==> src/rtl/countdown_timer.sv <==
// Loadable down-counting timer with one-shot and periodic modes plus pause/resume.
// Latency: start at edge N shows count=R and busy=1 after that edge. With en held
// high in one-shot mode, done pulses for the one cycle after edge N+R.
// Backpressure: none. The en input gates each decrement, and stop freezes the count in HOLD.
module countdown_timer #(
    parameter int COUNT_WIDTH = 8
) (
    input  logic                   clk,
    input  logic                   rst,
    input  logic                   en,
    input  logic                   load,
    input  logic [COUNT_WIDTH-1:0] load_val,
    input  logic                   mode,
    input  logic                   start,
    input  logic                   stop,
    input  logic                   clear,
    output logic [COUNT_WIDTH-1:0] count,
    output logic                   busy,
    output logic                   running,
    output logic                   done
);

    typedef enum logic [1:0] {
        IDLE = 2'd0,
        RUN  = 2'd1,
        HOLD = 2'd2
    } state_t;

    localparam logic [COUNT_WIDTH-1:0] ZERO = '0;
    localparam logic [COUNT_WIDTH-1:0] ONE  = {{(COUNT_WIDTH-1){1'b0}}, 1'b1};

    state_t                 state;
    logic [COUNT_WIDTH-1:0] reload;
    logic [COUNT_WIDTH-1:0] eff_reload;

    // A load in the same cycle as a start or expiry takes effect at once.
    assign eff_reload = load ? load_val : reload;

    // Timer FSM. All outputs are registered alongside the state.
    always_ff @(posedge clk or posedge rst) begin
        if (rst) begin
            state   <= IDLE;
            count   <= ZERO;
            reload  <= ZERO;
            busy    <= 1'b0;
            running <= 1'b0;
            done    <= 1'b0;
        end else begin
            done <= 1'b0;
            if (load) begin
                reload <= load_val;
            end

            if (clear) begin
                // Abort. The reload register is kept so that a later start reuses it.
                state   <= IDLE;
                count   <= ZERO;
                busy    <= 1'b0;
                running <= 1'b0;
            end else begin
                case (state)
                    IDLE: begin
                        if (start) begin
                            if (eff_reload != ZERO) begin
                                state   <= RUN;
                                count   <= eff_reload;
                                busy    <= 1'b1;
                                running <= 1'b1;
                            end else begin
                                // A zero-length timer expires immediately.
                                count <= ZERO;
                                done  <= 1'b1;
                            end
                        end
                    end

                    RUN: begin
                        if (stop) begin
                            state   <= HOLD;
                            running <= 1'b0;
                        end else if (start) begin
                            // A restart wins over an expiry on the same cycle, and no done pulse is produced.
                            if (eff_reload != ZERO) begin
                                count <= eff_reload;
                            end else begin
                                state   <= IDLE;
                                count   <= ZERO;
                                busy    <= 1'b0;
                                running <= 1'b0;
                            end
                        end else if (en) begin
                            if (count > ONE) begin
                                count <= count - ONE;
                            end else begin
                                done <= 1'b1;
                                if (mode && (eff_reload != ZERO)) begin
                                    count <= eff_reload;
                                end else begin
                                    state   <= IDLE;
                                    count   <= ZERO;
                                    busy    <= 1'b0;
                                    running <= 1'b0;
                                end
                            end
                        end
                    end

                    HOLD: begin
                        // Resume leaves the count unchanged. A simultaneous stop keeps the timer paused.
                        if (start && !stop) begin
                            state   <= RUN;
                            running <= 1'b1;
                        end
                    end

                    default: begin
                        state   <= IDLE;
                        count   <= ZERO;
                        busy    <= 1'b0;
                        running <= 1'b0;
                    end
                endcase
            end
        end
    end

endmodule

==> config.mk <==
export PLATFORM = sky130hd
export DESIGN_NAME = countdown_timer
export DESIGN_NICKNAME = d
export VERILOG_FILES = /design/src/rtl/countdown_timer.sv
export SDC_FILE = /design/constraint.sdc
export NUM_CORES = 1
export LEC_CHECK = 0
export ABC_AREA = 1
export CAP_MARGIN = 20
export CORE_ASPECT_RATIO = 0.7
export CORE_MARGIN = 1
export CORE_UTILIZATION = 45
export CTS_CLUSTER_DIAMETER = 40
export DETAILED_ROUTE_END_ITERATION = 12
export PLACE_DENSITY = 0.75
export RECOVER_POWER = 25
export SLEW_MARGIN = 10
export SYNTH_ARGS = -nofsm -noshare
export SYNTH_HDL_FRONTEND = slang
export SYNTH_SLANG_ARGS = --single-unit
export TNS_END_PERCENT = 50
==> constraint.sdc <==
create_clock -name clk -period 2.14 [get_ports clk]
set_input_delay 0.535 -clock clk [delete_from_list [all_inputs] [get_ports clk]]
set_output_delay 0.535 -clock clk [all_outputs]
set_load 0.05 [all_outputs]
==> summary.md <==
| Metric | Value |
|---|---|
| Outcome | `finished, final reports clean` |
| Area Overhead vs Synth | `34.2%` |
| Hold crit path type | `register to register` |
| Final Setup Violations | `0` |
| Register-to-register setup slack | `0.21 ns` |
| Endpoint class of the critical path | `output port` |
| Startpoint Class | `register` |
| Initial antenna violation count | `0` |
| PostCTS Resize Cnt | `0` |
| Nets | `286` |
| Overflow after GRT | `0` |
| Critical-path top delay cell | `clkdlybuf4s50_1` |
| Unique masters post-synth | `29` |
| Hold slack | `0.475 ns` |
| Vias/cell | `4.83` |
| CP cell instances | `clkdlybuf4s50_1` |
| FF-to-FF End | `count[1]$_DFFE_PP0P_` |
| Setup repair bufs after CTS | `0` |
| Critical path buffer and inverter count | `1` |
| Number of warnings issued by yosys | `0` |
| Post-Syn Instances | `222` |
| Hold Crit Depth | `2` |
| Proportion of synthesized area in mux cells | `0` |
| Clk sinks | `20` |
| DR WL/cell | `11.4 um` |
| Die width | `69.0 um` |
| Max-slew headroom | `0.271` |
| # H-tree levels | `1` |
| Cell taking the most area after synthesis | `dfrtp_1` |
| 1st-iter DRT viols | `93` |
| Antenna viol nets, final | `0` |
| Core Util, Final | `0.658` |
| Worst R2R Start | `count[0]$_DFFE_PP0P_` |
| Clk_skew | `0.00298 ns` |
| Clk buf depth | `2` |
| TritonRoute pass-1 iters | `4` |
| Pin count of the biggest net entering global routing | `21` |
| HP Start | `busy$_DFFE_PP0P_` |
| Synth Area in Adders | `0.0177` |
| Filler cell count | `263` |
| XOR/XNOR Fraction of Synth Area | `0.0186` |
| Max incr delay on CP | `0.83 ns` |
| DRC viols | `0` |
| Clock latency on the worst-skew pair | `0.26 ns` |
| Max-Cap Viols | `0` |
| Root Buffer | `clkbuf_8` |
| Critical Path AT | `1.52 ns` |
| Required time of the critical path | `1.60 ns` |
| Finished Layout Cells | `303` |
| Synthesized area per cell | `6.37 um2` |
| Tcrit/Tclk final | `0.962` |
| CTS Hold Bufs | `0` |
| Row count | `16` |
| CP Class | `register to output port` |
| R2R cell count | `12` |
| Place WS | `-0.137 ns` |
| DR vias | `1462` |
| Io pins | `27` |
| Post-synthesis compound-gate area fraction | `0.0788` |
| Final Routed Wirelength | `3450 um` |
| Clk slew on worst S/H paths | `0.08 ns` |
| Setup ws final | `0.0819 ns` |
| Synth top area cells | `dfrtp_1 (35%), nand2_1 (24%), inv_1 (9.0%), nand3_1 (5.0%), o21ai_0 (4.6%)` |
| Worst vdd ir | `0.642 mV` |
| Maximum clock rate | `486 MHz` |
| Register bit total from synthesis | `20` |
| Vias in the first global route | `1304` |
| Cell family with most CP delay | `buffers and inverters` |
| Die Y | `48.9 um` |
| Worst Hold End | `busy$_DFFE_PP0P_` |
| Share of cells above drive strength 1 | `0.146` |
| Pwr dens | `926 nW/um2` |
| All-Layer GR Usage | `0.235` |
| GPL Wtd Cong | `0.959` |
| Syn Nets | `240` |
| Simple-Gate Fraction of Synth Area | `0.419` |
| Worst Tran Pin Value | `1.09 ns` |
| Syn Std Cell Area | `1410 um2` |
| Register area share after synthesis | `0.354` |
| Pleak | `1.02 nW` |
| Total core area | `2880 um2` |
| Placed cell count | `299` |
| CTS tree | `yes` |
| Die area | `3370 um2` |
| Total CTS buffers | `3` |
| Hold Fails Final Rpt | `0` |
| Max-slew violation count | `0` |
| Ant diodes | `0` |
| Starting Density | `0.490` |
| Yosys top cell area share | `0.354` |
| First-pass GRT wire length | `5980 um` |
| Combinational family with the most area after synthesis | `simple AND/OR/NAND/NOR gates` |
| Final min period | `2.06 ns` |
| Worst-path maximum fanout | `4` |
| Unrepaired setup endpoints after global routing | `false` |
| Port Buffer Count | `26` |
| DP Wirelength | `2640 um` |
synthesized netlist by cell type:
cell type / count
nor4_1: 1
a31oi_1: 1
nor2_4: 1
xnor2_1: 1
xor2_1: 2
o21ai_2: 1
nand4_1: 5
nor3_2: 1
dfrtp_1: 20
nor2_1: 14
or2_2: 1
inv_1: 34
buf_6: 1
nor3_1: 2
nand3_2: 1
a31o_2: 1
nand2_2: 3
buf_2: 1
o211ai_1: 1
or2_1: 1
a21oi_1: 2
nor2_2: 4
o21ai_0: 13
nand3_1: 14
inv_2: 3
clkbuf_1: 1
nand2_1: 89
ha_1: 2
o21ai_1: 1
power breakdown:
part	internal [mW]	switching [mW]	leakage (nW)
Combinational	0.320	0.556	0.739
Clock	0.250	0.127	0.0357
Sequential	0.439	0.0632	0.248
Total	1.01	0.747	1.02
stage by stage:
stage | setup TNS, ns | area [um2] | power, mW
2_1_floorplan | 0 | 1410 | 1.10
4_1_cts | 0 | 1900 | 1.77
5_1_grt | 0 | 1900 | 1.91
3_5_place_dp | -0.631 | 1830 | 1.37
6_report | 0 | 1900 | 1.76
3_3_place_gp | -0.148 | 1830 | 1.37
registers in the layout, summed over array words and instances (netlist names):
name / count
state: 1
count: 8
reload: 8
done: 1
running: 1
busy: 1
routing by layer:
metal	share of wire	vias up	routed length, um	global-route usage
li1	-	777	-	-
met1	0.53	635	1830	0.376
met2	0.39	48	1350	0.322
met3	0.077	2	264	0.0607
met4	0.0012	0	4	0.0238
met5	0	-	0	0
how the worst max path moves through the flow:
| stage | start | end | slack (ns) | cells past startpoint |
|---|---|---|---|---|
| 4_1_cts | count[0]$_DFFE_PP0P_ | count[0] | 0.07 | 1 |
| 3_3_place_gp | load | running$_DFFE_PP0P_ | -0.05 | 12 |
| 6_report | count[0]$_DFFE_PP0P_ | count[0] | 0.08 | 1 |
| 3_5_place_dp | load | running$_DFFE_PP0P_ | -0.14 | 12 |
| 5_1_grt | load | busy$_DFFE_PP0P_ | 0.006 | 12 |
| 2_1_floorplan | count[0]$_DFFE_PP0P_ | count[1]$_DFFE_PP0P_ | 0.14 | 12 |
final cells by class:
type,count,area [um2],area share
clock buffer,3,41.3,0.0218
clock inverter,1,30.0,0.0158
inverter,37,139,0.0732
multi-input combinational,162,754,0.398
sequential,20,500,0.264
tap,36,45.0,0.0237
timing repair buffer,44,387,0.204
placed cells by master (no fill, tap or decap), types with 3 or more instances in the layout:
| cell | count |
|---|---|
| nand2_1 | 89 |
| inv_1 | 34 |
| clkdlybuf4s50_1 | 23 |
| dfrtp_1 | 20 |
| buf_4 | 19 |
| nor2_1 | 14 |
| nand3_1 | 14 |
| o21ai_0 | 12 |
| nand4_1 | 5 |
| nor2_2 | 4 |
| nand2_2 | 3 |
| inv_2 | 3 |
| clkbuf_8 | 3 |
kinds of logic after synthesis:
logic type,Yosys count
adder cells (fa/ha/maj),2
AND/OR/NAND/NOR,137
buffers and inverters,40
AO/OA/AOI/OAI,20
XOR/XNOR,3
flip-flops,20
Note: power is estimated with default switching activity, not from simulation.
